[src/rtl/parking_pkg.sv]
// Shared types and default timing for the car-park gate controller.
package parking_pkg;

  localparam int unsigned DEF_COUNT_W      = 11;
  localparam int unsigned DEF_OPEN_TIMEOUT = 20;
  localparam int unsigned DEF_DENY_CYCLES  = 4;

  typedef enum logic [1:0] {
    IDLE = 2'd0,
    OPEN = 2'd1,
    DENY = 2'd2
  } gate_state_t;

  // Per-gate event/drive bundle produced by one gate FSM.
  typedef struct packed {
    logic pulse_std;
    logic pulse_uni;
    logic open;
    logic deny;
    logic timeout;
  } gate_out_t;

endpackage

[src/rtl/parking_gate_controller_if.sv]
// Sensor / Parking-side signal bundle for the gate controller.
//   slave  : controller view (sensors and Parking flags in, pulses and drives out)
//   master : environment view (opposite directions)
interface parking_gate_controller_if #(
  parameter int unsigned COUNT_W = parking_pkg::DEF_COUNT_W
);
  logic               arrive;
  logic               arrive_uni;
  logic               pass_in;
  logic               leave;
  logic               leave_uni;
  logic               pass_out;
  logic               ivs;
  logic               uivs;
  logic [COUNT_W-1:0] pc;
  logic [COUNT_W-1:0] upc;
  logic               ci;
  logic               uci;
  logic               ce;
  logic               uce;
  logic               gate_in_open;
  logic               gate_out_open;
  logic               deny_in;
  logic               deny_out;
  logic               timeout_in;
  logic               timeout_out;

  modport slave (
    input  arrive, arrive_uni, pass_in, leave, leave_uni, pass_out,
    input  ivs, uivs, pc, upc,
    output ci, uci, ce, uce, gate_in_open, gate_out_open,
    output deny_in, deny_out, timeout_in, timeout_out
  );

  modport master (
    output arrive, arrive_uni, pass_in, leave, leave_uni, pass_out,
    output ivs, uivs, pc, upc,
    input  ci, uci, ce, uce, gate_in_open, gate_out_open,
    input  deny_in, deny_out, timeout_in, timeout_out
  );
endinterface

[src/rtl/parking_gate_fsm.sv]
// One barrier: IDLE -> OPEN (granted) or DENY (refused), one event pulse per OPEN visit.
//   req/req_uni      : car waiting and its type
//   grant_std/uni    : admission term for each car type
//   pass             : beam broken while open
//   pulse_std/uni    : one-cycle count event for the latched type
//   open/deny        : barrier drive / denial indication
//   timeout          : one-cycle pulse when the gate closes without a pass
module parking_gate_fsm
  import parking_pkg::*;
#(
  parameter int unsigned OPEN_TIMEOUT = DEF_OPEN_TIMEOUT,
  parameter int unsigned DENY_CYCLES  = DEF_DENY_CYCLES
) (
  input  logic clk,
  input  logic rst_n,
  input  logic req,
  input  logic req_uni,
  input  logic grant_std,
  input  logic grant_uni,
  input  logic pass,
  output logic pulse_std,
  output logic pulse_uni,
  output logic open,
  output logic deny,
  output logic timeout
);

  localparam int unsigned MAX_CYC = (OPEN_TIMEOUT > DENY_CYCLES) ? OPEN_TIMEOUT : DENY_CYCLES;
  localparam int unsigned TIMER_W = (MAX_CYC > 1) ? $clog2(MAX_CYC) : 1;
  localparam logic [TIMER_W-1:0] OPEN_LAST = TIMER_W'(OPEN_TIMEOUT - 1);
  localparam logic [TIMER_W-1:0] DENY_LAST = TIMER_W'(DENY_CYCLES - 1);

  gate_state_t        state_q, state_d;
  logic [TIMER_W-1:0] timer_q, timer_d;
  logic               uni_q, uni_d;
  logic               pulse_std_d, pulse_uni_d, open_d, deny_d, timeout_d;
  logic               granted_c;

  // State, timer, latched car type and registered outputs.
  always_ff @(posedge clk or negedge rst_n) begin
    if (!rst_n) begin
      state_q   <= IDLE;
      timer_q   <= '0;
      uni_q     <= 1'b0;
      pulse_std <= 1'b0;
      pulse_uni <= 1'b0;
      open      <= 1'b0;
      deny      <= 1'b0;
      timeout   <= 1'b0;
    end else begin
      state_q   <= state_d;
      timer_q   <= timer_d;
      uni_q     <= uni_d;
      pulse_std <= pulse_std_d;
      pulse_uni <= pulse_uni_d;
      open      <= open_d;
      deny      <= deny_d;
      timeout   <= timeout_d;
    end
  end

  assign granted_c = req_uni ? grant_uni : grant_std;

  // Next state and next output values; outputs describe the state being entered.
  always_comb begin
    state_d     = state_q;
    timer_d     = timer_q;
    uni_d       = uni_q;
    pulse_std_d = 1'b0;
    pulse_uni_d = 1'b0;
    open_d      = 1'b0;
    deny_d      = 1'b0;
    timeout_d   = 1'b0;

    unique case (state_q)
      IDLE: begin
        if (req) begin
          timer_d = '0;
          if (granted_c) begin
            state_d = OPEN;
            uni_d   = req_uni;
            open_d  = 1'b1;
          end else begin
            state_d = DENY;
            deny_d  = 1'b1;
          end
        end
      end
      OPEN: begin
        // A pass on the final open cycle still counts the car.
        if (pass) begin
          state_d     = IDLE;
          timer_d     = '0;
          pulse_std_d = ~uni_q;
          pulse_uni_d = uni_q;
        end else if (timer_q == OPEN_LAST) begin
          state_d   = IDLE;
          timer_d   = '0;
          timeout_d = 1'b1;
        end else begin
          timer_d = timer_q + TIMER_W'(1);
          open_d  = 1'b1;
        end
      end
      DENY: begin
        if (timer_q == DENY_LAST) begin
          state_d = IDLE;
          timer_d = '0;
        end else begin
          timer_d = timer_q + TIMER_W'(1);
          deny_d  = 1'b1;
        end
      end
      default: begin
        state_d = IDLE;
        timer_d = '0;
      end
    endcase
  end

endmodule

[src/rtl/parking_gate_controller.sv]
// Entry and exit barrier control for the car park; emits clean per-car ci/uci/ce/uce pulses.
//   clk, rst_n : clock, asynchronous active-low reset
//   bus        : sensors, Parking vacancy flags/counts in; pulses, barrier and status out
module parking_gate_controller
  import parking_pkg::*;
#(
  parameter int unsigned OPEN_TIMEOUT = DEF_OPEN_TIMEOUT,
  parameter int unsigned DENY_CYCLES  = DEF_DENY_CYCLES,
  parameter int unsigned COUNT_W      = DEF_COUNT_W
) (
  input  logic                      clk,
  input  logic                      rst_n,
  parking_gate_controller_if.slave  bus
);

  logic [COUNT_W-1:0] pc_c;
  logic [COUNT_W-1:0] upc_c;
  logic               ex_grant_std_c;
  logic               ex_grant_uni_c;
  gate_out_t          in_o;
  gate_out_t          ex_o;

  assign pc_c  = bus.pc;
  assign upc_c = bus.upc;

  // Exits are only granted when a car of that type is recorded inside.
  assign ex_grant_std_c = (pc_c  != '0);
  assign ex_grant_uni_c = (upc_c != '0);

  parking_gate_fsm #(
    .OPEN_TIMEOUT (OPEN_TIMEOUT),
    .DENY_CYCLES  (DENY_CYCLES)
  ) u_entry (
    .clk       (clk),
    .rst_n     (rst_n),
    .req       (bus.arrive),
    .req_uni   (bus.arrive_uni),
    .grant_std (bus.ivs),
    .grant_uni (bus.uivs),
    .pass      (bus.pass_in),
    .pulse_std (in_o.pulse_std),
    .pulse_uni (in_o.pulse_uni),
    .open      (in_o.open),
    .deny      (in_o.deny),
    .timeout   (in_o.timeout)
  );

  parking_gate_fsm #(
    .OPEN_TIMEOUT (OPEN_TIMEOUT),
    .DENY_CYCLES  (DENY_CYCLES)
  ) u_exit (
    .clk       (clk),
    .rst_n     (rst_n),
    .req       (bus.leave),
    .req_uni   (bus.leave_uni),
    .grant_std (ex_grant_std_c),
    .grant_uni (ex_grant_uni_c),
    .pass      (bus.pass_out),
    .pulse_std (ex_o.pulse_std),
    .pulse_uni (ex_o.pulse_uni),
    .open      (ex_o.open),
    .deny      (ex_o.deny),
    .timeout   (ex_o.timeout)
  );

  assign bus.ci            = in_o.pulse_std;
  assign bus.uci           = in_o.pulse_uni;
  assign bus.gate_in_open  = in_o.open;
  assign bus.deny_in       = in_o.deny;
  assign bus.timeout_in    = in_o.timeout;
  assign bus.ce            = ex_o.pulse_std;
  assign bus.uce           = ex_o.pulse_uni;
  assign bus.gate_out_open = ex_o.open;
  assign bus.deny_out      = ex_o.deny;
  assign bus.timeout_out   = ex_o.timeout;

endmodule

[src/flat_wrapper.sv]
// flat-port wrapper written by rule: the top's interface ports become plain ports
module parking_gate_controller_flat import parking_pkg::*;
#(
  parameter int unsigned OPEN_TIMEOUT = DEF_OPEN_TIMEOUT,
  parameter int unsigned DENY_CYCLES  = DEF_DENY_CYCLES,
  parameter int unsigned COUNT_W      = DEF_COUNT_W
)
  (clk, rst_n, bus_arrive, bus_arrive_uni, bus_pass_in, bus_leave, bus_leave_uni, bus_pass_out, bus_ivs, bus_uivs, bus_pc, bus_upc, bus_ci, bus_uci, bus_ce, bus_uce, bus_gate_in_open, bus_gate_out_open, bus_deny_in, bus_deny_out, bus_timeout_in, bus_timeout_out);
  parking_gate_controller_if #(.COUNT_W(COUNT_W)) bus_i ();
  input  logic clk;
  input  logic rst_n;
  input wire logic [$bits(bus_i.arrive)-1:0] bus_arrive;
  input wire logic [$bits(bus_i.arrive_uni)-1:0] bus_arrive_uni;
  input wire logic [$bits(bus_i.pass_in)-1:0] bus_pass_in;
  input wire logic [$bits(bus_i.leave)-1:0] bus_leave;
  input wire logic [$bits(bus_i.leave_uni)-1:0] bus_leave_uni;
  input wire logic [$bits(bus_i.pass_out)-1:0] bus_pass_out;
  input wire logic [$bits(bus_i.ivs)-1:0] bus_ivs;
  input wire logic [$bits(bus_i.uivs)-1:0] bus_uivs;
  input wire logic [$bits(bus_i.pc)-1:0] bus_pc;
  input wire logic [$bits(bus_i.upc)-1:0] bus_upc;
  output wire logic [$bits(bus_i.ci)-1:0] bus_ci;
  output wire logic [$bits(bus_i.uci)-1:0] bus_uci;
  output wire logic [$bits(bus_i.ce)-1:0] bus_ce;
  output wire logic [$bits(bus_i.uce)-1:0] bus_uce;
  output wire logic [$bits(bus_i.gate_in_open)-1:0] bus_gate_in_open;
  output wire logic [$bits(bus_i.gate_out_open)-1:0] bus_gate_out_open;
  output wire logic [$bits(bus_i.deny_in)-1:0] bus_deny_in;
  output wire logic [$bits(bus_i.deny_out)-1:0] bus_deny_out;
  output wire logic [$bits(bus_i.timeout_in)-1:0] bus_timeout_in;
  output wire logic [$bits(bus_i.timeout_out)-1:0] bus_timeout_out;
  assign bus_i.arrive = bus_arrive;
  assign bus_i.arrive_uni = bus_arrive_uni;
  assign bus_i.pass_in = bus_pass_in;
  assign bus_i.leave = bus_leave;
  assign bus_i.leave_uni = bus_leave_uni;
  assign bus_i.pass_out = bus_pass_out;
  assign bus_i.ivs = bus_ivs;
  assign bus_i.uivs = bus_uivs;
  assign bus_i.pc = bus_pc;
  assign bus_i.upc = bus_upc;
  assign bus_ci = bus_i.ci;
  assign bus_uci = bus_i.uci;
  assign bus_ce = bus_i.ce;
  assign bus_uce = bus_i.uce;
  assign bus_gate_in_open = bus_i.gate_in_open;
  assign bus_gate_out_open = bus_i.gate_out_open;
  assign bus_deny_in = bus_i.deny_in;
  assign bus_deny_out = bus_i.deny_out;
  assign bus_timeout_in = bus_i.timeout_in;
  assign bus_timeout_out = bus_i.timeout_out;
  parking_gate_controller #(.OPEN_TIMEOUT(OPEN_TIMEOUT), .DENY_CYCLES(DENY_CYCLES), .COUNT_W(COUNT_W)) u_core (.clk(clk), .rst_n(rst_n), .bus(bus_i));
endmodule
[config.mk]
export PLATFORM = sky130hd
export DESIGN_NAME = parking_gate_controller_flat
export DESIGN_NICKNAME = d
export VERILOG_FILES = /design/src/rtl/parking_pkg.sv /design/src/rtl/parking_gate_controller_if.sv /design/src/rtl/parking_gate_fsm.sv /design/src/rtl/parking_gate_controller.sv /design/src/flat_wrapper.sv
export SDC_FILE = /design/constraint.sdc
export NUM_CORES = 1
export LEC_CHECK = 0
export ABC_CLOCK_PERIOD_IN_PS = 2200
export CORE_UTILIZATION = 35
export CTS_CLUSTER_DIAMETER = 50
export DETAILED_ROUTE_END_ITERATION = 12
export SLEW_MARGIN = 20
export SYNTH_ARGS = -nofsm -noshare
export SYNTH_HDL_FRONTEND = slang
export SYNTH_SLANG_ARGS = --single-unit
[constraint.sdc]
create_clock -name clk -period 2.2 [get_ports clk]
set_input_delay 0.33 -clock clk [delete_from_list [all_inputs] [get_ports clk]]
set_output_delay 0.33 -clock clk [all_outputs]
set_load 0.005 [all_outputs]
==> metrics.md, run 1 <==
| Metric | Value |
|---|---|
| Initial Util | `36.94%` |
| Most frequent cell after synthesis | `dfrtp_1` |
| Xor/xnor share of the synthesized area | `0%` |
| Residual DRC | `0` |
| Core Region | `3689 um^2` |
| Power Density | `804.7 nW/um^2` |
| Crit Path Max Fanout | `9` |
| DR vias | `1193` |
| Top-area cell type share of the netlist area | `47.75%` |
| N_diodes | `0` |
| Fin crit period | `1929 ps` |
| Sink Count | `26` |
| Area Overhead vs Synth | `40.31%` |
| Hold-fix buffers, CTS | `0` |
| Ports | `42` |
| Synth Register Bits | `26` |
| 1st-iter DRT viols | `68` |
| Register area share after synthesis | `47.75%` |
| Compound-gate portion of the synthesized area | `14.60%` |
| Hold slack | `429.1 ps` |
| Wirelength per Cell | `12.23 um` |
| Max VDD drop | `0.6743 mV` |
| Clock Pin Slew Worst Setup and Hold Paths | `90 ps` |
| Dominant cell type by area after synthesis | `dfrtp_1` |
| Crit Path Class | `flip-flop to flip-flop` |
| Count of cell types in the netlist | `36` |
| Vias in the first global route | `1083` |
| Crit path DAT | `2090 ps` |
| ANT nets after route | `0` |
| Post-synthesis mux area share | `1.653%` |
| Async set-reset flop share out of synthesis | `100.0%` |
| Final hold viol count | `0` |
| Cells after Synth | `137` |
| Critical Path Start Type | `flip-flop` |
| Worst-skew pair later-pin latency | `270 ps` |
| NumNets Final | `224` |
| CP startpoint | `u_core.u_entry.timer_q[0]` |
| Clk_skew | `3.638 ps` |
| Status | `complete, no violations` |
| Design area | `1912 um^2` |
| Max cap viols | `0` |
| Fin Setup TNS | `0 ps` |
| GP Congestion | `0.8302` |
| DIE HEIGHT | `64.40 um` |
| Tcrit/Tclk final | `87.67%` |
| CTS tree | `yes` |
| Worst Hold Class | `input pin to async pin` |
| Post-synth top cells | `dfrtp_1 (26), nand2_1 (20), nand3_1 (11)` |
| Initial antenna violation count | `0` |
| Unrepaired setup endpoints after global routing | `false` |
| Port buffer count | `41` |
| CTS resizes | `0` |
| Layout cells sized above 1 | `8.197%` |
| Final non-filler cell total | `231` |
| Global-route wire length before repair | `4809 um` |
| Final Max Slew Viols | `0` |
| Syn Area/Cell | `9.946 um^2` |
| Dpl cell area | `1841 um^2` |
| Top cells by area, synth | `dfrtp_1 (48%), ha_1 (7.3%), nand2_1 (5.5%)` |
| Mapped cell area | `1363 um^2` |
| Peak Freq | `518.5 MHz` |
| Main combinational cell family by area after synthesis | `simple AND/OR/NAND/NOR gates` |
| Num CTS Buffers | `3` |
| Grt ovf | `0` |
| Reported leakage power | `0.8149 nW` |
| Die footprint | `4147 um^2` |
| Largest net degree at the start of global routing | `27` |
| Max Root-Sink Buffers | `2` |
| Post-CTS Setup Bufs | `0` |
| Cell row count | `22` |
| Slew HR | `62.88%` |
| Placed insts | `227` |
| Critical Path RT | `2360 ps` |
| Synthesized net count | `177` |
| Final Setup Violations | `0` |
| Worst-Margin Slew | `549.0 ps` |
| Post-synth top flop | `dfrtp_1` |
| Post-synth EDFFs | `0` |
| First drt pass iteration count | `4` |
| Final HPWL DP | `2215 um` |
| Crit. End Element | `flip-flop` |
| Reg2reg start | `u_core.u_entry.timer_q[0]` |
| Clock root buffer | `clkbuf_8` |
| Chip Width | `64.40 um` |
| Post-synthesis simple-gate area fraction | `25.34%` |
| Post-Route WL | `2824 um` |
| Tot GR Track Use | `14.81%` |
| Post-Synth Adder-Cell Area | `7.346%` |
| CTS H-tree lvls | `1` |
| Routed vias/inst | `5.165` |
| Final core utilization | `51.83%` |
| Synthesis warning total | `0` |
-- metal layers --
metal	vias up	GRT usage [%]	wire (um)
met5	-	0	0
met3	2	4.286	121
li1	601	-	-
met1	558	20.36	1371
met2	32	22.76	1314
met4	0	3.611	17
-- final cells by class --
cell class                      count  area [um^2]
Fill cell                         330         1777
Multi-Input combinational cell    101        666.9
Sequential cell                    26        650.6
Timing Repair Buffer               44        432.9
Tap cell                           48        60.06
Clock buffer                        3        41.29
Clock inverter                      1        30.03
Inverter                            8        30.03
-- where the power goes --
part	total, mW	leakage (nW)	switching [mW]	internal [mW]
clock network	0.384	0.0357	0.141	0.243
registers	0.620	0.351	0.0559	0.564
logic	0.534	0.428	0.260	0.274
total	1.54	0.815	0.457	1.08
-- worst max-delay path: stages, from the launching register on --
cell     delay (ps)
dfrtp_1         390
ha_1            230
or4b_1          470
a22o_1          300
and3_4          220
a22o_1          200
-- path summary, 6_finish.rpt --
| path | slack, ps | endpoint | depth (start not counted) |
|---|---|---|---|
| max | 270 | u_core.u_entry.timer_q[4] | 5 |
| min | 430 | u_core.u_exit.pulse_uni | 2 |
| max reg2reg | 270 | u_core.u_entry.timer_q[4] | 5 |
| min reg2reg | 460 | u_core.u_exit.pulse_std | 1 |
| max in group asynchronous | 1520 | u_core.u_exit.state_q[0] | 2 |
| min in group clk | 460 | u_core.u_exit.pulse_std | 1 |
-- registers in the layout, summed over array words and instances, names as in the netlist, 2 cells and up --
signal,flops
u_core.u_entry.timer_q,5
u_core.u_exit.timer_q,5
u_core.u_entry.state_q,2
u_core.u_exit.state_q,2
-- through the flow --
| step | power (mW) | worst slack [ps] |
|---|---|---|
| 2_1_floorplan | 0.9536 | 380.2 |
| 6_report | 1.538 | 271.2 |
| 3_5_place_dp | 1.162 | 290.5 |
| 4_1_cts | 1.553 | 278.8 |
| 5_1_grt | 1.646 | 155.0 |
| 3_3_place_gp | 1.142 | 329.2 |
-- layout by cell type (no fill, tap or decap), types with 3 or more instances in the layout --
| cell | Yosys | final |
|---|---|---|
| clkdlybuf4s50_1 | 0 | 41 |
| clkbuf_8 | 0 | 3 |
| a22o_1 | 4 | 4 |
| nor2b_1 | 3 | 3 |
| a31oi_1 | 3 | 3 |
| nor4_1 | 5 | 5 |
| and3_1 | 3 | 3 |
| o21ai_0 | 6 | 6 |
| o22ai_1 | 3 | 3 |
| inv_1 | 8 | 8 |
| nand3_1 | 11 | 11 |
| ha_1 | 8 | 8 |
| nand2_1 | 20 | 20 |
| nor2_1 | 5 | 5 |
| dfrtp_1 | 26 | 26 |
| buf_4 | 0 | 3 |
-- cells by family after synthesis --
family / Yosys count
compound gates: 28
simple gates: 63
flops: 26
buf+inv: 10
fa+ha+maj: 8
mux: 2
Power figures use the tool's default switching activity.
==> run 2: changes to the inputs <==
- PLACE_DENSITY: unset -> 0.74
==> metrics.md, run 2 (synthesized netlist as in run 1, its figures left out) <==
| Metric | Value |
|---|---|
| Final core utilization | `51.19% (-0.64 points)` |
| N_diodes | `0 (unchanged)` |
| Slew HR | `59.36% (-3.5 points)` |
| Reported leakage power | `0.8025 nW (-1.5%)` |
| 1st-iter DRT viols | `55 (-19%)` |
| Grt ovf | `0 (unchanged)` |
| Tot GR Track Use | `15.58% (+0.77 points)` |
| First drt pass iteration count | `4 (unchanged)` |
| Critical Path Start Type | `flip-flop` |
| Final non-filler cell total | `230 (-0.43%)` |
| Fin Setup TNS | `0 ps (unchanged)` |
| Critical Path RT | `2370 ps (about the same)` |
| NumNets Final | `223 (-0.45%)` |
| Most Frequent Cell on Critical Path | `a22o_1` |
| Final hold viol count | `0 (unchanged)` |
| Hold slack | `417.0 ps (-12.19 ps)` |
| DR vias | `1177 (-1.3%)` |
| Clock root buffer | `clkbuf_8` |
| Sink Count | `26 (unchanged)` |
| Final HPWL DP | `2322 um (+4.8%)` |
| Layout cells sized above 1 | `7.692% (-0.50 points)` |
| Max VDD drop | `0.3446 mV (-49%)` |
| Worst Hold Class | `input pin to async pin` |
| Pre-CTS WS | `282.0 ps (-8.498 ps)` |
| Cells along the critical path | `ha_1 > or4b_1 > a22o_1 > and3_4 > a22o_1` |
| Crit Path Class | `flip-flop to flip-flop` |
| Post-CTS Setup Bufs | `0 (unchanged)` |
| Chip Width | `64.40 um (unchanged)` |
| Regs by FF count | `u_core.u_entry.timer_q (5), u_core.u_exit.timer_q (5)` |
| Ports | `42 (unchanged)` |
| Post-Route WL | `3006 um (+6.4%)` |
| Worst-Margin Slew | `601.3 ps (+52.32 ps)` |
| Residual DRC | `0 (unchanged)` |
| Final Setup Violations | `0 (unchanged)` |
| Clock Pin Slew Worst Setup and Hold Paths | `90 ps (about the same)` |
| Slowest library cell on the worst path | `or4b_1` |
| Crit. End Element | `flip-flop` |
| Vias in the first global route | `1183 (+9.2%)` |
| Initial Util | `36.94% (unchanged)` |
| Wirelength per Cell | `13.07 um (+6.9%)` |
| ANT nets after route | `0 (unchanged)` |
| Largest net degree at the start of global routing | `27 (unchanged)` |
| DIE HEIGHT | `64.40 um (unchanged)` |
| Core Region | `3689 um^2 (unchanged)` |
| Routed vias/inst | `5.117 (-0.91%)` |
| Power Density | `779.3 nW/um^2 (-3.2%)` |
| CTS resizes | `0 (unchanged)` |
| Die footprint | `4147 um^2 (unchanged)` |
| Final WS setup | `233.2 ps (-37.98 ps)` |
| Num CTS Buffers | `3 (unchanged)` |
| Hold-fix buffers, CTS | `0 (unchanged)` |
| Peak Freq | `508.5 MHz (-1.9%)` |
| Clk_skew | `1.693 ps (-1.945 ps)` |
| Crit path DAT | `2130 ps (+40 ps)` |
| Port buffer count | `41 (unchanged)` |
| Worst-skew pair later-pin latency | `270 ps (about the same)` |
| CTS tree | `yes` |
| Cell row count | `22 (unchanged)` |
| Global-route wire length before repair | `5099 um (+6.0%)` |
| Initial antenna violation count | `0 (unchanged)` |
| Status | `complete, no violations` |
| Area Overhead vs Synth | `38.57%` |
| Max Root-Sink Buffers | `2 (unchanged)` |
| Crit Path Max Fanout | `9 (unchanged)` |
| CTS H-tree lvls | `1 (unchanged)` |
| Placed insts | `226 (-0.44%)` |
| Critical path's largest stage delay | `480 ps (about the same)` |
| Commonest non-fill, non-tap cell in the layout | `clkdlybuf4s50_1` |
| Most frequent cells in the layout | `clkdlybuf4s50_1 (41), dfrtp_1 (26), nand2_1 (20), nand3_1 (11)` |
| Unrepaired setup endpoints after global routing | `false` |
| Max cap viols | `0 (unchanged)` |
| GP Congestion | `0.7719 (-7.0%)` |
| Tcrit/Tclk final | `89.40% (+1.7 points)` |
| Fin crit period | `1967 ps (+37.98 ps)` |
| Final Max Slew Viols | `0 (unchanged)` |
## run 2: path summary, 6_finish.rpt
path | endpoint | slack [ps] | start | cells after the start
min in group clk | u_core.u_exit.pulse_std | 450 | u_core.u_exit.uni_q | 1
worst max-delay path | u_core.u_entry.timer_q[4] | 230 | u_core.u_entry.timer_q[0] | 5
worst min register to register | u_core.u_exit.pulse_std | 450 | u_core.u_exit.uni_q | 1
max in group asynchronous | u_core.u_exit.state_q[0] | 1540 | rst_n | 2
worst max register to register | u_core.u_entry.timer_q[4] | 230 | u_core.u_entry.timer_q[0] | 5
worst min-delay path | u_core.u_entry.uni_q | 420 | rst_n | 2
## run 2: worst max-delay path, delay by kind of cell (launching register included)
kind	cells	cell delay [ps]
AOI/OAI and AO/OA	2	510
adders and majority gates	1	240
DFF	1	390
and+or+nand+nor	2	710
## run 2: final cells by class
cell class	instances	area, um^2
repair buffers	43	425.4
well taps	48	60.06
multi-input cells	101	666.9
flip-flops and latches	26	650.6
inverters	8	30.03
clock buffers	4	55.05
fillers	334	1800
## run 2: per-layer routing
layer	global-route usage, %	vias up	part of all wire, %
li1	-	591	-
met1	18.60	567	45
met2	28.03	15	53
met3	1.964	4	1.3
met4	6.111	0	1.5
met5	0	-	0
## run 2: power by group
| group | total (mW) | leakage, nW | internal (mW) | switching, mW |
|---|---|---|---|---|
| Sequential | 0.624 | 0.351 | 0.564 | 0.0592 |
| Clock | 0.311 | 0.0288 | 0.160 | 0.151 |
| Combinational | 0.537 | 0.423 | 0.274 | 0.263 |
| Total | 1.47 | 0.802 | 0.998 | 0.473 |
## run 2: stage by stage
step	cell area [um^2]	total power [mW]
3_3_place_gp	1833	1.136
3_5_place_dp	1833	1.162
2_1_floorplan	1363	0.9536
5_1_grt	1888	1.578
4_1_cts	1888	1.478
6_report	1888	1.471
